$ cat src/rtl/switch_control.sv
// rtl/switch_control.sv - round-robin header arbitration, XY routing and output allocation for one router
module switch_control #(
  parameter int NPORT   = 5,
  parameter int ADDR_W  = 8,
  parameter int LOCAL_X = 1,
  parameter int LOCAL_Y = 1
) (
  input  logic                               clock,
  input  logic                               reset,
  input  logic [NPORT-1:0]                   i_h,
  input  logic [NPORT*ADDR_W-1:0]            i_header_addr,
  input  logic [NPORT-1:0]                   i_release,
  output logic [NPORT-1:0]                   o_ack_h,
  output logic [NPORT-1:0]                   o_out_busy,
  output logic [NPORT*$clog2(NPORT)-1:0]     o_mux_out,
  output logic [$clog2(NPORT)-1:0]           o_selected_in
);

  localparam int SEL_W  = $clog2(NPORT);
  localparam int HALF_W = ADDR_W / 2;

  localparam logic [SEL_W-1:0] P_EAST  = SEL_W'(0);
  localparam logic [SEL_W-1:0] P_WEST  = SEL_W'(1);
  localparam logic [SEL_W-1:0] P_NORTH = SEL_W'(2);
  localparam logic [SEL_W-1:0] P_SOUTH = SEL_W'(3);
  localparam logic [SEL_W-1:0] P_LOCAL = SEL_W'(4);

  typedef enum logic [1:0] {S_IDLE, S_ARB, S_ROUTE, S_GRANT} state_t;

  state_t             state;
  logic [SEL_W-1:0]   ptr;
  logic [SEL_W-1:0]   sel;
  logic [SEL_W-1:0]   dst;

  logic               arb_found;
  logic [SEL_W-1:0]   arb_idx;
  logic [ADDR_W-1:0]  route_addr;
  logic [HALF_W-1:0]  route_tx;
  logic [HALF_W-1:0]  route_ty;
  logic [SEL_W-1:0]   route_dst;

  assign o_selected_in = sel;

  // Rotated fixed-priority search: lowest requester above ptr wins, else lowest requester overall.
  always_comb begin
    arb_found = |i_h;
    arb_idx   = '0;
    for (int i = NPORT - 1; i >= 0; i--) begin
      if (i_h[i]) arb_idx = SEL_W'(i);
    end
    for (int i = NPORT - 1; i >= 0; i--) begin
      if (i_h[i] && (i > int'(ptr))) arb_idx = SEL_W'(i);
    end
  end

  // XY routing of the selected input's header: resolve X first, then Y, then deliver locally.
  always_comb begin
    route_addr = i_header_addr[int'(sel)*ADDR_W +: ADDR_W];
    route_tx   = route_addr[ADDR_W-1 -: HALF_W];
    route_ty   = route_addr[HALF_W-1:0];
    if (route_tx > HALF_W'(LOCAL_X))      route_dst = P_EAST;
    else if (route_tx < HALF_W'(LOCAL_X)) route_dst = P_WEST;
    else if (route_ty > HALF_W'(LOCAL_Y)) route_dst = P_NORTH;
    else if (route_ty < HALF_W'(LOCAL_Y)) route_dst = P_SOUTH;
    else                                  route_dst = P_LOCAL;
  end

  // Arbitration FSM plus output allocation; releases apply every cycle and a same-edge grant overrides them.
  always_ff @(posedge clock) begin
    if (!reset) begin
      state      <= S_IDLE;
      ptr        <= SEL_W'(NPORT - 1);
      sel        <= '0;
      dst        <= '0;
      o_ack_h    <= '0;
      o_out_busy <= '0;
      o_mux_out  <= '0;
    end else begin
      o_ack_h    <= '0;
      o_out_busy <= o_out_busy & ~i_release;
      case (state)
        S_IDLE: begin
          if (|i_h) state <= S_ARB;
        end
        S_ARB: begin
          if (arb_found) begin
            sel   <= arb_idx;
            ptr   <= arb_idx;
            state <= S_ROUTE;
          end else begin
            state <= S_IDLE;
          end
        end
        S_ROUTE: begin
          if (!i_h[sel]) begin
            state <= S_IDLE;
          end else if (!o_out_busy[route_dst]) begin
            dst   <= route_dst;
            state <= S_GRANT;
          end else begin
            state <= S_IDLE;
          end
        end
        S_GRANT: begin
          o_ack_h[sel]                          <= 1'b1;
          o_out_busy[dst]                       <= 1'b1;
          o_mux_out[int'(dst)*SEL_W +: SEL_W]   <= sel;
          state                                 <= S_IDLE;
        end
        default: state <= S_IDLE;
      endcase
    end
  end

endmodule

$ cat config.mk
export PLATFORM = sky130hd
export DESIGN_NAME = switch_control
export DESIGN_NICKNAME = d
export VERILOG_FILES = /design/src/rtl/switch_control.sv
export SDC_FILE = /design/constraint.sdc
export NUM_CORES = 1
export LEC_CHECK = 0
export ABC_AREA = 1
export CORE_MARGIN = 1
export CORE_UTILIZATION = 46
export DETAILED_ROUTE_END_ITERATION = 6
export PLACE_DENSITY_LB_ADDON = 0.08
export REMOVE_ABC_BUFFERS = 1
export SYNTH_ARGS = -nofsm -noshare
export SYNTH_HDL_FRONTEND = slang
export SYNTH_SLANG_ARGS = --single-unit
$ cat constraint.sdc
create_clock -name clock -period 6.31 [get_ports clock]
set_clock_uncertainty 0.1 [all_clocks]
set_input_delay 1.262 -clock clock [delete_from_list [all_inputs] [get_ports clock]]
set_output_delay 1.262 -clock clock [all_outputs]
set_load 0.02 [all_outputs]
==> results of run 1 <==
power breakdown:
part           switching [µW]  total [µW]  internal, µW
Clock                    77.5         153          75.6
Combinational            80.7         146          65.8
Sequential               17.4         240           223
Total                     176         540           364
cells in the final DEF, fill, tap and decap left out, drive strengths merged:
cell,n
nand3,29
inv,34
a221oi,1
nor3,4
o31ai,1
a21oi,24
clkbuf,6
o211ai,1
or2,1
clkdlybuf4s50,79
clkinvlp,1
nor2,44
nand4,9
nor4,5
a211oi,1
ha,3
o21ai,26
nand2,61
clkinv,3
xnor2,1
dfxtp,34
a31oi,1
layer usage:
metal  vias to the layer above  part of all wire, %
li1                       1122                    -
met1                       942                   45
met2                        66                   48
met3                        10                  5.6
met4                         0                  1.8
met5                         -                    0
sequential cells by signal (all words and copies together), names as in the netlist:
| register | cells |
|---|---|
| o_out_busy | 5 |
| state | 2 |
| ptr | 3 |
| dst | 3 |
| o_selected_in | 1 |
| o_mux_out | 15 |
| o_ack_h | 5 |
worst reg2reg max path: cells and delay by family (launching register included):
family | cells | cell delay [ps]
buffers and inverters | 1 | 220
AND/OR/NAND/NOR | 10 | 1090
AO/OA/AOI/OAI | 2 | 230
flip-flops | 1 | 900
layout make-up:
type                       instances  area (µm²)  share of cell area, %
clock buffer                       6        72.6                   2.60
clock inverter                     1        7.51                  0.269
inverter                          37         146                   5.25
multi-input combinational        212        1030                   36.9
sequential                        34         681                   24.4
tap                               50        62.6                   2.24
timing repair buffer              79         791                   28.3
logic make-up after synthesis:
kind of cell | share of synthesized area, %
compound gates | 14.9
xor+xnor | 0.449
fa+ha+maj | 1.92
buf+inv | 12.4
flops | 34.8
simple gates | 35.4
path summary, 6_finish.rpt:
kind / start / end / slack [ps] / depth (start not counted)
worst min-delay path: o_mux_out[5]$_SDFFE_PN0P_ / o_mux_out[5]$_SDFFE_PN0P_ / 360 / 2
worst max-delay path: ptr[0]$_SDFFE_PN0P_ / o_selected_in[0] / 3010 / 1
worst max register to register: ptr[0]$_SDFFE_PN0P_ / dst[1]$_SDFFE_PN0P_ / 3680 / 13
worst min register to register: o_mux_out[5]$_SDFFE_PN0P_ / o_mux_out[5]$_SDFFE_PN0P_ / 360 / 2
per-stage QoR:
stage	hold slack [ps]	total power (µW)
finish	361	540
global route	404	567
CTS	365	542
detailed placement	354	389
global placement	354	387
floorplan	364	325
==> flow_summary.yaml, run 1 <==
outcome:
  outcome: "complete, no violations"
finish:
  fillers: 376
  n_antenna_cell: 0
  fin_area_um2: 2790
  final-instance-count-excl-fill: 419
  utilization_pct: 69.3
  syn2layout_area_growth_pct: 42.9
  drive_gt1_share_pct: 7.05
  fin_nets: 424
power_and_ir_drop:
  p_leak_uw: 0.00116
  vdd_drop_max_mv: 0.159
  p_per_area_nw_per_um2: 193
yosys:
  synth_edf_count: 0
  synth_top_area_cell: "dfxtp_1"
  ys_ff_latch: 34
  synth_top_cells_by_count: "nand2_1, nor2_1, dfxtp_1, inv_1, nand3_1"
  yosys.area.top_type_share_pct: 34.8
  yosysSeqAreaShare_pct: 34.8
  syn_area_per_cell_um2: 6.62
  post_synth_inst_count: 295
  yosysMostFrequentCell: "nand2_1"
  syn-cell-area_um2: 1950
  ys_top_cells_by_area: "dfxtp_1, nand2_1, nand3_1"
  ys.flop_type: "dfxtp_1"
  ys_types: 32
  async_flop_share_pct: 0
  ys_warn_count: 0
clock_network:
  cts_resized: 0
  hold_buffers: 0
  path_clk_slew_ps: 70
  cts_setup_buffers: 0
  cts_max_path_buffers: 2
  cts_made_buffers: 5
  tritoncts: "done"
  cts.sinks: 34
  htreeDepth: 2
  insertion_delay_ps: 290
  cts-root-buf: "clkbuf_8"
die:
  core-area_um2: 4030
  chipWidth_um: 67.2
  io-pin-count: 80
  row_count: 23
  die_y_um: 67.2
  start_util_pct: 48.5
  die_area_um2: 4510
drt:
  antenna_left: 0
  drt_iter0_markers: 103
  routed-via-count: 2140
  firstDrtPassIters: 4
  via_per_inst: 5.11
  wl_per_cell_um: 12.5
  wirelength_um: 5250
  post-route-drc-count: 0
placed_design:
  dp_worst_setup_slack_ps: 3080
  port_buffers: 79
  dpl.cell_count: 412
  dp_hpwl_um: 3810
  placed_area_um2: 2710
  gp_congestion: 0.955
setup_path:
  cp_slowest_cell: "dfxtp_1"
  critical_path.startpoint_type: "flip-flop"
  path_class: "reg -> out"
  critPathMaxStageDelay_ps: 900
  required_ps: 4950
  cp_cell_sequence: "clkdlybuf4s50_1"
  cp_max_fo: 20
  crit_arrival_ps: 1940
  cp_num_buf_inv: 1
  crit_family: "flip-flops"
  end_kind: "output pin"
grt:
  grt_start_max_net_pins: 21
  busiest_layer: "met2"
  gr-usage-met3_pct: 4.05
  grt_pass1_wl_um: 8510
  grt_usage_pct: 24.9
  antenna_found_initial: 0
  grt_pass1_vias: 1968
  grt_util_met1_pct: 28.9
  grt_use_met2_pct: 44.6
  grt_remaining_overflow: 0
sta:
  rsz0062_at_grt: "false"
  hold_viol: 0
  fin_crit_sh_pct: 52.3
  worstMarginPinSlew_ps: 887
  setup_violations: 0
  drv_slew: 0
  tns_ps: 0
  fin_ws_ps: 3010
  fmax_ghz: 0.303
  slew_headroom_pct: 40.8
  fin_crit_ps: 3300
min_path:
  hold_path_class: "reg -> reg"
job:
  cap_violations: 0
Power figures use the tool's default switching activity.
==> inputs of run 2 (changes only) <==
--- a/config.mk
+++ b/config.mk
@@ -7,7 +7,7 @@
 export LEC_CHECK = 0
 export ABC_AREA = 1
 export CORE_MARGIN = 1
-export CORE_UTILIZATION = 46
+export CORE_UTILIZATION = 39
 export DETAILED_ROUTE_END_ITERATION = 6
 export PLACE_DENSITY_LB_ADDON = 0.08
 export REMOVE_ABC_BUFFERS = 1
==> constraint.sdc (replaced) <==
create_clock -name clock -period 2.93 [get_ports clock]
set_clock_uncertainty 0.1 [all_clocks]
set_input_delay 0.586 -clock clock [delete_from_list [all_inputs] [get_ports clock]]
set_output_delay 0.586 -clock clock [all_outputs]
set_load 0.02 [all_outputs]
==> run 2 against run 1 <==
Compared with the run above:
- die area rose by 17%
- global-route usage down 3.4 points
- non-clock buffer count grew 6
- clock-buffer cell count did not move
- first-iteration DRC count down 3.9%
- combinational power rose by 130%
==> flow_summary.yaml, run 2 (same netlist as run 1, synthesis figures left out) <==
clock_network:
  cts_resized: 0
  cts_made_buffers: 5
  cts.sinks: 34
  tritoncts: "done"
  htreeDepth: 2
  cts_setup_buffers: 0
  cts-root-buf: "clkbuf_8"
  hold_buffers: 0
  insertion_delay_ps: 280
  cts_max_path_buffers: 2
  path_clk_slew_ps: 70
die:
  io-pin-count: 80
  die_area_um2: 5290
  row_count: 25
  die_y_um: 72.8
  start_util_pct: 40.8
  chipWidth_um: 72.8
  core-area_um2: 4790
drt:
  post-route-drc-count: 0
  wirelength_um: 5460
  wl_per_cell_um: 12.4
  drt_iter0_markers: 99
  antenna_left: 0
  routed-via-count: 2134
  via_per_inst: 4.83
  firstDrtPassIters: 4
power_and_ir_drop:
  p_comb_share_pct: 28.7
  internal_power_uw: 792
  vdd_drop_max_mv: 0.367
  p_clk_share_pct: 28.3
  p_seq_share_pct: 43.0
  p_leak_uw: 0.00120
  p_switching_uw: 381
  sw_frac_of_total_pct: 32.5
  p_per_area_nw_per_um2: 411
sta:
  hold_viol: 0
  tns_ps: 0
  setup_violations: 0
  fmax_ghz: 0.421
  fin_crit_sh_pct: 81.1
  fin_crit_ps: 2380
  rsz0062_at_grt: "false"
  slew_headroom_pct: 61.1
  worstMarginPinSlew_ps: 583
  drv_slew: 0
finish:
  mostFrequentLayoutCells: "clkdlybuf4s50_1, nand2_1, nor2_1, dfxtp_1, inv_1"
  utilization_pct: 59.7
  fin_nets: 430
  n_antenna_cell: 0
  syn2layout_area_growth_pct: 46.3
  fillers: 478
  largest_reg_flops: 15
  regMostFlops: "o_mux_out"
  drive_gt1_share_pct: 8.53
  layout_commonest_cell: "clkdlybuf4s50_1"
  largestRegisters: "o_mux_out: 15 flops, o_ack_h: 5 flops, o_out_busy: 5 flops"
grt:
  grt_start_max_net_pins: 17
  grt_pass1_vias: 1927
  grt_usage_pct: 21.5
  antenna_found_initial: 0
  grt_pass1_wl_um: 8870
  grt_remaining_overflow: 0
setup_path:
  critical_path.startpoint_type: "flip-flop"
  end_kind: "output pin"
  path_class: "reg -> out"
  cp_max_fo: 13
  critPathMaxStageDelay_ps: 720
  crit_family: "buffers and inverters"
  cp_slowest_cell: "clkdlybuf4s50_1"
  cp_cell_sequence: "clkdlybuf4s50_1"
  cp_num_buf_inv: 1
  required_ps: 2240
  crit_arrival_ps: 1690
  worst-r2r-setup-slack_ps: 570
placed_design:
  gp_congestion: 0.814
  dp_hpwl_um: 4080
  port_buffers: 79
outcome:
  outcome: "complete, no violations"
job:
  cap_violations: 0
min_path:
  hold_path_class: "reg -> reg"
-- run 2: changes by cell type in the layout (fill, tap and decap cells not counted), sizes merged --
cell | before | now
buf | 0 | 6
-- run 2: final cells by class --
cell class / count / area [µm²] / share of cell area [%]
Tap cell: 67 / 83.8 / 2.93
Inverter: 37 / 146 / 5.12
Timing Repair Buffer: 85 / 836 / 29.3
Multi-Input combinational cell: 212 / 1030 / 36.0
Sequential cell: 34 / 681 / 23.8
Clock inverter: 1 / 7.51 / 0.263
Clock buffer: 6 / 72.6 / 2.54
-- run 2: path summary, 6_finish.rpt --
path | start | end | depth (start not counted)
hold / removal | o_mux_out[5]$_SDFFE_PN0P_ | o_mux_out[5]$_SDFFE_PN0P_ | 2
hold reg to reg | o_mux_out[5]$_SDFFE_PN0P_ | o_mux_out[5]$_SDFFE_PN0P_ | 2
setup reg to reg | ptr[0]$_SDFFE_PN0P_ | dst[0]$_SDFFE_PN0P_ | 14
setup / recovery | ptr[0]$_SDFFE_PN0P_ | o_selected_in[0] | 1
-- run 2: tightest hold or removal path, stage by stage (launching register included) --
cell and delay, ps:
dfxtp_1 310, nand2_1 60, a21oi_1 50
-- run 2: power by group through the flow --
stage	clock (µW)	combinational, µW	sequential [µW]
after global placement	0	333	514
after CTS	343	337	504
after floorplan	0	174	526
after global routing	365	373	507
after detailed placement	0	335	514
final	332	337	504
-- run 2: per-layer routing --
| layer | vias up | share of wire [%] | GRT usage (%) |
|---|---|---|---|
| li1 | 1126 | - | - |
| met1 | 949 | 47 | 28.0 |
| met4 | 0 | 0.81 | 5.23 |
| met5 | - | 0 | 0 |
| met3 | 5 | 5.2 | 3.87 |
| met2 | 54 | 47 | 36.7 |
-- run 2: metrics by stage --
stage               area (µm²)  power [µW]  hold WS, ps  worst slack, ps  std cells
floorplan                 1860         699          364              694        283
global placement          2780         847          356              415        435
CTS                       2860        1180          370              550        442
detailed placement        2780         849          361              386        435
global route              2860        1240          384              329        442
finish                    2860        1170          365              554        442
==> inputs of run 3 (changes only) <==
--- a/config.mk
+++ b/config.mk
@@ -7,7 +7,7 @@
 export LEC_CHECK = 0
 export ABC_AREA = 1
 export CORE_MARGIN = 1
-export CORE_UTILIZATION = 39
+export CORE_UTILIZATION = 43
 export DETAILED_ROUTE_END_ITERATION = 6
 export PLACE_DENSITY_LB_ADDON = 0.08
 export REMOVE_ABC_BUFFERS = 1
==> constraint.sdc (replaced) <==
create_clock -name clock -period 2.3 [get_ports clock]
set_clock_uncertainty 0.1 [all_clocks]
set_input_delay 0.46 -clock clock [delete_from_list [all_inputs] [get_ports clock]]
set_output_delay 0.46 -clock clock [all_outputs]
set_load 0.02 [all_outputs]
==> run 3 against run 2 <==
Compared with the run above:
- first-iteration DRC count increased by 64%
- critical endpoint is now dst[0]$_SDFFE_PN0P_
- critical path depth rose by 13
- hold slack lost 1.4 ps
- sequential cell count stayed put
- die area is 9.0% lower
- cell area up 2.2%
- cell count shrank 1.4%
- combinational power is 40% higher
- critical path type is now in -> reg
==> flow_summary.yaml, run 3 (same netlist as run 1, synthesis figures left out) <==
clock_network:
  cts_made_buffers: 5
  cts-root-buf: "clkbuf_8"
  tritoncts: "done"
  cts_setup_buffers: 0
  insertion_delay_ps: 290
  cts.sinks: 34
  cts_max_path_buffers: 2
  path_clk_slew_ps: 70
  hold_buffers: 0
  htreeDepth: 2
setup_path:
  cp_slowest_cell: "clkdlybuf4s50_1"
  crit_family: "simple AND/OR/NAND/NOR gates"
  crit_arrival_ps: 2220
  cp_num_buf_inv: 2
  critPathMaxStageDelay_ps: 400
  cp_cell_sequence: "clkdlybuf4s50_1 -> or2_2 -> nor2_1 -> nor2_1 -> nand2_1 -> nand2_1 -> nor2_2 -> nand2_2 -> o21ai_2 -> inv_2 -> nand2_2 -> nand2_1 -> nand2_1 -> nor2_2"
  cp_max_fo: 6
  end_kind: "flip-flop"
  required_ps: 2390
  crit_cells: 14
  path_class: "in -> reg"
  critical_path.startpoint_type: "primary input"
  reg2regPathDepth: 17
  crit_top_cell: "nand2_1"
min_path:
  holdPathStages: 2
  hold_path_class: "reg -> reg"
power_and_ir_drop:
  vdd_drop_max_mv: 0.355
  p_per_area_nw_per_um2: 525
  p_leak_uw: 0.00124
die:
  row_count: 24
  chipWidth_um: 69.4
  die_y_um: 69.4
  die_area_um2: 4820
  io-pin-count: 80
  core-area_um2: 4350
  start_util_pct: 44.9
grt:
  grt_usage_pct: 24.3
  grt_pass1_wl_um: 9450
  grt_pass1_vias: 2084
  antenna_found_initial: 0
  grt_start_max_net_pins: 16
  grt_remaining_overflow: 0
placed_design:
  dp_worst_setup_slack_ps: -152
  gp_congestion: 0.915
  port_buffers: 79
  placed_area_um2: 2830
  dp_hpwl_um: 4200
finish:
  mostFrequentLayoutCells: "clkdlybuf4s50_1, nand2_1, nor2_1, dfxtp_1, inv_1"
  drive_gt1_share_pct: 12.0
  utilization_pct: 67.1
  layout_commonest_cell: "clkdlybuf4s50_1"
  largestRegisters: "o_mux_out: 15 flops, o_ack_h: 5 flops, o_out_busy: 5 flops"
  largest_reg_flops: 15
  syn2layout_area_growth_pct: 49.5
  regMostFlops: "o_mux_out"
  fin_area_um2: 2920
  fin_nets: 439
  n_antenna_cell: 0
drt:
  wl_per_cell_um: 13.0
  antenna_left: 0
  routed-via-count: 2246
  wirelength_um: 5680
  via_per_inst: 5.15
  drt_iter0_markers: 162
  firstDrtPassIters: 4
  post-route-drc-count: 0
sta:
  fin_crit_sh_pct: 92.5
  slew_headroom_pct: 69.5
  setup_violations: 0
  worstMarginPinSlew_ps: 458
  drv_slew: 0
  tns_ps: 0
  fin_ws_ps: 172
  fin_crit_ps: 2130
  hold_viol: 0
  fmax_ghz: 0.470
job:
  cap_violations: 0
outcome:
  outcome: "complete, no violations"
==> run 3: what timing repair did <==
action	CTS	global route
resized for setup	0	6
endpoints found under the hold margin	0	0
endpoints found under the setup margin	0	5
==> run 3: power breakdown <==
group | total [µW] | internal, µW | switching, µW
registers | 636 | 612 | 23.1
logic | 473 | 215 | 258
clock network | 425 | 207 | 217
total | 1530 | 1040 | 498
==> run 3: worst paths after layout <==
check,from,end,slack [ps]
hold reg to reg,o_mux_out[5]$_SDFFE_PN0P_,o_mux_out[5]$_SDFFE_PN0P_,360
setup / recovery,i_header_addr[3],dst[0]$_SDFFE_PN0P_,170
setup reg to reg,ptr[1]$_SDFFE_PN0P_,dst[0]$_SDFFE_PN0P_,240
hold / removal,o_mux_out[5]$_SDFFE_PN0P_,o_mux_out[5]$_SDFFE_PN0P_,360
==> run 3: layout make-up <==
cell class	count	area (µm²)
well taps	52	65.1
flip-flops and latches	34	684
inverters	37	146
clock inverters	1	7.51
fillers	384	1430
repair buffers	94	903
multi-input cells	212	1040
clock buffers	6	72.6
==> run 3: metrics by stage <==
step,total power [µW],hold WS (ps),cells
2_1_floorplan,891,364,283
3_3_place_gp,1100,354,429
3_5_place_dp,1110,356,429
4_1_cts,1530,366,436
5_1_grt,1620,386,436
6_report,1530,364,436
==> run 3: tightest hold or removal path: cells and delay by family, from the launching register on <==
kind | cells | cell delay [ps]
AO/OA/AOI/OAI | 1 | 50
flip-flops | 1 | 310
AND/OR/NAND/NOR | 1 | 60
==> run 3: routing by layer <==
layer | wire, µm | up-vias | global-route usage [%] | part of all wire [%]
met5 | 0 | - | 0 | 0
met4 | 72 | 0 | 7.71 | 1.3
met3 | 469 | 7 | 5.23 | 8.3
met2 | 2620 | 92 | 38.9 | 46
met1 | 2510 | 1000 | 32.5 | 44
li1 | - | 1147 | - | -
